==> src/rtl/toy_bus_pkg.sv <==
// Shared ToyBusAck field widths, payload struct and initiator ids used by the
// ITCM request arbiter and this response demux.
package toy_bus_pkg;

  localparam int unsigned DATA_W   = 32;
  localparam int unsigned ID_W     = 4;
  localparam int unsigned OPCODE_W = 1;

  localparam logic [ID_W-1:0] ID_CORE_IF = 4'd0;
  localparam logic [ID_W-1:0] ID_DMA     = 4'd1;

  // One response beat; packed so it can travel through a plain-width FIFO.
  typedef struct packed {
    logic [DATA_W-1:0]   data;
    logic [OPCODE_W-1:0] opcode;
    logic [ID_W-1:0]     src_id;
    logic [ID_W-1:0]     tgt_id;
  } ack_t;

  localparam int unsigned ACK_W = $bits(ack_t);

endpackage

==> src/rtl/toy_bus_cmn_fifo2.sv <==
// Two-entry flop FIFO with 1-bit wrapping pointers and a 2-bit occupancy count.
// Storage resets to zero so the read port shows a zero payload out of reset.
module toy_bus_cmn_fifo2 #(
  parameter int unsigned W     = 41,
  parameter int unsigned DEPTH = 2
) (
  input  logic         clk,
  input  logic         rst_n,
  input  logic         push,
  input  logic [W-1:0] push_data,
  input  logic         pop,
  output logic [W-1:0] pop_data,
  output logic         full,
  output logic         empty,
  output logic [1:0]   cnt
);

  logic [W-1:0] mem [2];
  logic         wr_ptr;
  logic         rd_ptr;
  logic [1:0]   cnt_q;
  logic         do_push;
  logic         do_pop;

  assign full     = (cnt_q == 2'(DEPTH));
  assign empty    = (cnt_q == 2'd0);
  assign cnt      = cnt_q;
  assign pop_data = mem[rd_ptr];

  // A push into a full FIFO or a pop from an empty one is dropped here as a
  // last line of defence; the parent is expected never to issue either.
  assign do_push = push && !full;
  assign do_pop  = pop && !empty;

  // Storage, pointers and count; push+pop together leaves the count unchanged.
  always_ff @(posedge clk or negedge rst_n) begin
    if (!rst_n) begin
      for (int unsigned i = 0; i < 2; i++) begin
        mem[i] <= '0;
      end
      wr_ptr <= 1'b0;
      rd_ptr <= 1'b0;
      cnt_q  <= 2'd0;
    end else begin
      if (do_push) begin
        mem[wr_ptr] <= push_data;
        wr_ptr      <= ~wr_ptr;
      end
      if (do_pop) begin
        rd_ptr <= ~rd_ptr;
      end
      case ({do_push, do_pop})
        2'b10:   cnt_q <= cnt_q + 2'd1;
        2'b01:   cnt_q <= cnt_q - 2'd1;
        default: cnt_q <= cnt_q;
      endcase
    end
  end

  a_no_overflow:  assert property (@(posedge clk) disable iff (!rst_n) !(push && full));
  a_no_underflow: assert property (@(posedge clk) disable iff (!rst_n) !(pop && empty));
  a_cnt_range:    assert property (@(posedge clk) disable iff (!rst_n) cnt_q <= 2'(DEPTH));

endmodule

==> src/rtl/toy_bus_dmux_node_rsp_itcm.sv <==
// ITCM response demux: routes each ToyBusAck beat to out0/out1 by tgt_id via a
// 2-entry buffer per output; unmatched beats are swallowed and counted.
module toy_bus_dmux_node_rsp_itcm
  import toy_bus_pkg::*;
#(
  parameter logic [ID_W-1:0] OUT0_ID = ID_CORE_IF,
  parameter logic [ID_W-1:0] OUT1_ID = ID_DMA,
  parameter int unsigned     DEPTH   = 2
) (
  input  logic                clk,
  input  logic                rst_n,
  input  logic                in0_vld,
  output logic                in0_rdy,
  input  logic [DATA_W-1:0]   in0_data,
  input  logic [OPCODE_W-1:0] in0_opcode,
  input  logic [ID_W-1:0]     in0_src_id,
  input  logic [ID_W-1:0]     in0_tgt_id,
  output logic                out0_vld,
  input  logic                out0_rdy,
  output logic [DATA_W-1:0]   out0_data,
  output logic [OPCODE_W-1:0] out0_opcode,
  output logic [ID_W-1:0]     out0_src_id,
  output logic [ID_W-1:0]     out0_tgt_id,
  output logic                out1_vld,
  input  logic                out1_rdy,
  output logic [DATA_W-1:0]   out1_data,
  output logic [OPCODE_W-1:0] out1_opcode,
  output logic [ID_W-1:0]     out1_src_id,
  output logic [ID_W-1:0]     out1_tgt_id,
  output logic                err_vld,
  output logic [7:0]          err_cnt
);

  logic hit0, hit1, miss;
  logic full0, full1, empty0, empty1;
  logic push0, push1, pop0, pop1;
  logic [1:0] cnt0, cnt1;
  ack_t in_ack, q0, q1;

  // Decode and ready: ready depends only on tgt_id and registered fullness.
  always_comb begin
    hit0    = (in0_tgt_id == OUT0_ID);
    hit1    = (in0_tgt_id == OUT1_ID);
    miss    = !hit0 && !hit1;
    in0_rdy = (hit0 && !full0) || (hit1 && !full1) || miss;
    push0   = in0_vld && in0_rdy && hit0;
    push1   = in0_vld && in0_rdy && hit1;
    pop0    = out0_vld && out0_rdy;
    pop1    = out1_vld && out1_rdy;
    in_ack  = '{data: in0_data, opcode: in0_opcode, src_id: in0_src_id, tgt_id: in0_tgt_id};
  end

  toy_bus_cmn_fifo2 #(.W(ACK_W), .DEPTH(DEPTH)) u_buf0 (
    .clk      (clk),
    .rst_n    (rst_n),
    .push     (push0),
    .push_data(in_ack),
    .pop      (pop0),
    .pop_data (q0),
    .full     (full0),
    .empty    (empty0),
    .cnt      (cnt0)
  );

  toy_bus_cmn_fifo2 #(.W(ACK_W), .DEPTH(DEPTH)) u_buf1 (
    .clk      (clk),
    .rst_n    (rst_n),
    .push     (push1),
    .push_data(in_ack),
    .pop      (pop1),
    .pop_data (q1),
    .full     (full1),
    .empty    (empty1),
    .cnt      (cnt1)
  );

  // Output unpacking: valid whenever the buffer holds a beat.
  always_comb begin
    out0_vld    = !empty0;
    out0_data   = q0.data;
    out0_opcode = q0.opcode;
    out0_src_id = q0.src_id;
    out0_tgt_id = q0.tgt_id;
    out1_vld    = !empty1;
    out1_data   = q1.data;
    out1_opcode = q1.opcode;
    out1_src_id = q1.src_id;
    out1_tgt_id = q1.tgt_id;
  end

  // Dropped-beat pulse and saturating counter.
  always_ff @(posedge clk or negedge rst_n) begin
    if (!rst_n) begin
      err_vld <= 1'b0;
      err_cnt <= '0;
    end else begin
      err_vld <= in0_vld && miss;
      if (in0_vld && miss && (err_cnt != 8'hFF)) begin
        err_cnt <= err_cnt + 8'd1;
      end
    end
  end

  a_ids_distinct: assert property (@(posedge clk) OUT0_ID != OUT1_ID);
  a_cnt0_ok:      assert property (@(posedge clk) disable iff (!rst_n) cnt0 <= 2'(DEPTH));
  a_cnt1_ok:      assert property (@(posedge clk) disable iff (!rst_n) cnt1 <= 2'(DEPTH));

endmodule
==> config.mk <==
export PLATFORM = sky130hd
export DESIGN_NAME = toy_bus_dmux_node_rsp_itcm
export DESIGN_NICKNAME = d
export VERILOG_FILES = /design/src/rtl/toy_bus_pkg.sv /design/src/rtl/toy_bus_cmn_fifo2.sv /design/src/rtl/toy_bus_dmux_node_rsp_itcm.sv
export SDC_FILE = /design/constraint.sdc
export NUM_CORES = 1
export LEC_CHECK = 0
export ABC_AREA = 1
export CAP_MARGIN = 20
export CORE_ASPECT_RATIO = 0.75
export CORE_MARGIN = 10
export CORE_UTILIZATION = 30
export CTS_BUF_LIST = sky130_fd_sc_hd__clkbuf_8 sky130_fd_sc_hd__clkbuf_16
export CTS_CLUSTER_SIZE = 14
export DETAILED_ROUTE_END_ITERATION = 12
export PLACE_DENSITY = 0.57
export SYNTH_ARGS = -nofsm -noshare
export SYNTH_HDL_FRONTEND = slang
export SYNTH_SLANG_ARGS = --single-unit
export TNS_END_PERCENT = 20
==> constraint.sdc <==
create_clock -name clk -period 1.82 [get_ports clk]
set_clock_uncertainty 0.05 [all_clocks]
set_input_delay 0.546 -clock clk [delete_from_list [all_inputs] [get_ports clk]]
set_output_delay 0.546 -clock clk [all_outputs]
set_load 0.02 [all_outputs]
Yosys cells after proc, flatten, opt, wreduce, memory -nomap -nowiden
Cells that the tools add are included.

word-level totals
  register bits = 181
  input port bits = 46
  output and inout port bits = 94
  logic and storage cells = 82

cells by class
  add/subtract/negate cells = 5
  order comparisons = 6
  equal/unequal tests = 8
  mux-type cells = 14
  bitwise gates (word level) = 8
  reduce and logical (&&, ||, !) cells = 29

operators with widths
  operator                                                     number
  two-way mux 41 bit                                           8
  bitwise mux 82 bit                                           2
  demux 41 bit (select 1 bit)                                  2
  logical AND 1 bit                                            16
  adder 8 x 1 -> 8 bit (second input constant)                 1
  == test 2 bit (second input constant)                        4
  >= comparator 2 bit (second input constant)                  4
  != test 8 bit (second input constant)                        1
  NOT 1 -> 2 bit                                               4
  one-hot mux 2 bit (2 select lines)                           2
  zero test 1 bit                                              6
  adder 2 x 1 -> 2 bit (second input constant)                 2
  == test 2 x 1 -> 1 bit (second input constant)               2
  == test 4 x 1 -> 1 bit (second input constant)               1
  zero test 2 bit                                              2
  zero test 4 bit                                              1
  less-than comparator 2 x 1 -> 1 bit (second input constant)  2
  NOT 1 bit                                                    4
  nonzero test 2 bit                                           2
  subtractor 2 x 1 -> 2 bit (second input constant)            2
  logical OR 1 bit                                             2

Depth between registers and ports, before layout
  depth in word-level cells = 10
  depth in mapped cells = 9
  depth with buffers taken out = 8

Hierarchy
Synthesis repeated with hierarchy kept, for this count alone.

second synthesis, totals
  cell total of the unflattened synthesis = 1148
  area total of the unflattened synthesis = 8841.0 sq um

by module, submodules not included
  module                       instances  cells each  area each (sq um)  seq. area each (sq um)
  toy_bus_cmn_fifo2 at u_buf0  1          527         4129.0             2152.1
  toy_bus_cmn_fifo2 at u_buf1  1          527         4103.9             2152.1
  toy_bus_dmux_node_rsp_itcm   1          94          608.1              225.2

Worst setup path before layout
No wires, ideal clock.

  path kind = input -> register
  start = input port in0_tgt_id[3]
  end = register u_buf0.cnt_q[1], in the netlist u_buf0.cnt[1]
  library setup time = 131 ps
  arrival time = 1755 ps
  data required time = 1639 ps
  setup slack = -116 ps
  cell stages on the path = 9
  path buffers = 1
  cells stage by stage = nor2_1 nand3_1 nor2_2 buf_4 inv_1 ha_1 a21oi_1 o21ai_0 xor2_1

between the ends
  cells in the longest elaborated chain, start to end = 9
  elaborated cells between the ends (all ways) = 16
  classes of those cells = eq/ne (3); mux (1); reduce/logical (12)

RTL lines
  what                                                                             RTL line                                                            source
  start, declared                                                                  toy_bus_dmux_node_rsp_itcm.sv:17                                    input logic [ID_W-1:0] in0_tgt_id,
  == test 4 x 1 -> 1 bit / zero test 4 bit (equally long branches)                 toy_bus_dmux_node_rsp_itcm.sv:43, toy_bus_dmux_node_rsp_itcm.sv:42
  logical AND 1 bit / zero test 1 bit (equally long branches)                      toy_bus_dmux_node_rsp_itcm.sv:45, toy_bus_dmux_node_rsp_itcm.sv:44
  logical OR 1 bit / logical AND 1 bit (equally long branches)                     toy_bus_dmux_node_rsp_itcm.sv:45, toy_bus_dmux_node_rsp_itcm.sv:44
  logical OR 1 bit                                                                 toy_bus_dmux_node_rsp_itcm.sv:45                                    in0_rdy = (hit0 && !full0) || (hit1 && !full1) || miss;
  logical AND 1 bit                                                                toy_bus_dmux_node_rsp_itcm.sv:46                                    push0 = in0_vld && in0_rdy && hit0;
  logical AND 1 bit *                                                              toy_bus_dmux_node_rsp_itcm.sv:46
  logical AND 1 bit *                                                              toy_bus_cmn_fifo2.sv:32                                             assign do_push = push && !full;
  == test 2 x 1 -> 1 bit / == test 2 bit (equally long branches)                   toy_bus_cmn_fifo2.sv:52                                             case ({do_push, do_pop})
  one-hot mux 2 bit (2 select lines) / nonzero test 2 bit (equally long branches)  --
  end signal, assigned                                                             toy_bus_cmn_fifo2.sv:53                                             2'b10: cnt_q <= cnt_q + 2'd1;
  end signal, assigned                                                             toy_bus_cmn_fifo2.sv:54                                             2'b01: cnt_q <= cnt_q - 2'd1;
  end signal, assigned                                                             toy_bus_cmn_fifo2.sv:55                                             default: cnt_q <= cnt_q;
  end, declared                                                                    toy_bus_cmn_fifo2.sv:21                                             logic [1:0] cnt_q;

Mark *: on every way between the ends. The rest lies on a longest branch, timed or not.
A chain may end at the register's enable or synchronous reset.

Final worst setup path
  start = register u_buf1.rd_ptr
  end = output port out1_data[10]

between the ends
  cells in the longest elaborated chain, start to end = 4

RTL lines
  what                                                    RTL line                          source
  start, declared                                         toy_bus_cmn_fifo2.sv:20           logic rd_ptr;
  start signal, assigned                                  toy_bus_cmn_fifo2.sv:50           rd_ptr <= ~rd_ptr;
  NOT 1 -> 2 bit (implied by the code)                    toy_bus_cmn_fifo2.sv:28           assign pop_data = mem[rd_ptr];
  two-way mux 41 bit (implied by the code) (3 in series)  toy_bus_cmn_fifo2.sv:28
  end, declared                                           toy_bus_dmux_node_rsp_itcm.sv:26  output logic [DATA_W-1:0] out1_data,

Every way passes these cells. The select of a mux whose other input is x is not followed.

==> metrics.cfg <==
[status]
status=finished, violations left
violations=setup timing

[flow_run]
maxCapViolCount=0

[synth]
ys_seq_area_frac=0.548
synth-seq-cells=181
synth_flop_cell=dfrtp_1
syn_area_mm2=0.00826
avgSynthCellArea_um2=7.75
yosys.cell_types.count=22
synthArstFlopShare=1.00
syn_inst=1065
syn_nets=1114
ys_warn_count=0
synth_edf_count=0

[power_and_ir_drop]
power_w=0.0201
ir_drop_v=0.00104
cellLeakagePower_nw=6.19
powerDensity_mw_per_mm2=1730

[floorplan]
coreArea_mm2=0.0271
start_util=0.305
die_area_mm2=0.0346
num_io_pins=140
chipWidth_um=212
rows=52
die-height_um=164

[route]
routed_via_density=4.69
ant_nets=0
drt_pass1_iterations=5
drt_wl_total_um=27000
drt_drc_violations_left=0
via_count=7460
wl_per_cell_um=17.0
first_iter_violations=735

[timing]
finalSetupViolCount=84
fin_ws_ps=-284
max_freq_mhz=475
slew_violations=0
min_period_ps=2100
post-route-period-util=1.16
tightest_slew_ps=539
rsz0062_at_grt=true
max-slew-margin-rel=0.639
final_hold_viol_count=0

[placement]
port-buffer-count=139
dp_slack_ps=-643
dp_cells=1551
gp_congestion=0.739
post-dp-hpwl_um=17800

[grt]
grt_max_degree=42
grt_usage=0.158
grt_antenna_before_repair=0
grt_pass1_vias=7401
grt_busiest_layer=met2
grt_pass1_wl_um=43100
grt_use_met3=0.0488
grtUsageMet1=0.225
grt-ovfl-total=0
grt.met2_usage=0.228

[critical_path]
slowest_delay_ps=470
cp_top_family=buffers and inverters
worstPathMaxFanout=8
r2r-end=err_cnt[0]
critPathLaunchType=register
rrSetupSlack_ps=140
cp_slowest_cell=dfrtp_2
cp.required_ps=1220
crit_type=register to primary output
reg2reg_from=err_cnt[0]
worst-r2r-cell-count=7
end_kind=primary output
path_buf_inv=3
crit_arrival_ps=1510
critPathMostFrequentCell=buf_6
path_cells=buf_6 -> clkbuf_16 -> nand2_2 -> nand2_1 -> buf_6

[hold_path]
hold_depth=2
hold_class=register to register
min_to=u_buf1.mem[41]
hp-start=u_buf1.mem[41]

[clocking]
numCtsBuffers=17
clk_pin_slew_ps=70
clock-sinks=181
cts_root_buffer=clkbuf_16
cts_tree=yes
clk_latency_ps=430
clk_path_buf_depth=2
cts_max_level=4

[final_layout]
antenna_cells=0
fin_util=0.429
area.growth.synth_to_final_pct=40.6
drive_gt1_frac=0.235
nets=1276
instances_no_fill=1591
nFillCells=2684

worst min-delay path, cell delays in order, from the launching register on:
cell	delay (ps)
dfrtp_1	320
inv_1	60
nand2_1	60
power breakdown:
part / switching [W] / internal, W
clock: 0.00168 / 0.00189
sequential: 0.000975 / 0.00557
combinational: 0.00579 / 0.00421
synthesized netlist by cell type, types with 2 or more instances:
library cell	number	share of area
nand2_1	579	0.26
dfrtp_1	181	0.55
nand3_1	154	0.093
clkbuf_1	29	0.013
inv_1	27	0.012
buf_2	26	0.016
o21ai_0	11	0.0067
a21oi_1	9	0.0055
nor2_1	8	0.0036
a21boi_0	7	0.0064
buf_4	6	0.0055
xor2_1	6	0.0064
buf_1	5	0.0023
buf_6	3	0.0041
ha_1	3	0.0045
xnor2_1	3	0.0032
nand2_2	2	0.0015
or2_2	2	0.0015
registers in the layout, indices dropped and copies added, names as in the netlist:
name,cells
u_buf0.wr_ptr,1
u_buf0.cnt,2
u_buf0.mem,82
u_buf1.mem,82
u_buf1.wr_ptr,1
err_cnt,8
u_buf0.rd_ptr,1
u_buf1.cnt,2
err_vld,1
u_buf1.rd_ptr,1
cells in the final DEF (no fill, tap or decap), drive strengths merged:
| master | count |
|---|---|
| bufinv | 1 |
| nor2 | 9 |
| dlygate4sd3 | 1 |
| ha | 3 |
| clkdlybuf4s50 | 44 |
| dfrtp | 181 |
| o21bai | 1 |
| nand2 | 581 |
| a21boi | 7 |
| nand3 | 154 |
| clkdlybuf4s15 | 4 |
| buf | 155 |
| o21ai | 12 |
| clkinv | 6 |
| a21oi | 9 |
| or2 | 2 |
| clkinvlp | 4 |
| clkbuf | 20 |
| xnor2 | 3 |
| dlygate4sd2 | 5 |
| inv | 32 |
| xor2 | 6 |
how the worst max path moves through the flow:
stage,from,endpoint,slack [ps],depth (start not counted)
after detailed placement,in0_tgt_id[0],in0_rdy,-640,4
after global placement,in0_tgt_id[3],in0_rdy,-630,6
after CTS,u_buf1.rd_ptr,out1_data[9],-340,6
final,u_buf1.rd_ptr,out1_data[10],-280,5
after floorplan,in0_tgt_id[3],u_buf0.cnt[1],-20,9
after global routing,u_buf0.rd_ptr,out0_tgt_id[3],-350,5
cell type report:
cell class / count / area [um^2] / area share
multi-input combinational: 787 / 3640 / 0.314
tap: 351 / 439 / 0.0378
inverter: 28 / 113 / 0.00970
timing repair buffer: 212 / 2320 / 0.200
clock buffer: 17 / 425 / 0.0366
sequential: 181 / 4540 / 0.391
clock inverter: 15 / 130 / 0.0112
routing by layer:
metal	vias to the layer above	wire (um)	share of wire
met1	3582	13200	0.49
met5	-	0	0
li1	3644	-	-
met2	220	11600	0.43
met4	0	210	0.0078
met3	14	2000	0.074
per-stage QoR:
step	TNS (ps)	hold WS, ps	cell area [um^2]
after floorplan	-22.9	200	8290
after global placement	-87490	385	10500
after detailed placement	-90180	388	10500
after CTS	-21530	415	11300
after global routing	-23500	439	11600
final	-17930	416	11600
cells by family (layout without fill, tap and decap cells):
logic type	count (synthesis)	after routing	synth area share
AND/OR/NAND/NOR	746	746	0.364
flip-flops	181	181	0.548
buffers and inverters	97	272	0.0535
AO/OA/AOI/OAI	29	29	0.0200
XOR/XNOR	9	9	0.00955
adder cells (fa/ha/maj)	3	3	0.00455
repair_timing:
item,in CTS,in global routing
resized for setup,526,104
hold endpoints to repair,25,0
hold buffers,1,0
endpoints found under the setup margin,96,126
pin swaps,2,19
buffers inserted,4,2
gates cloned,2,2
Power figures use the tool's default switching activity.
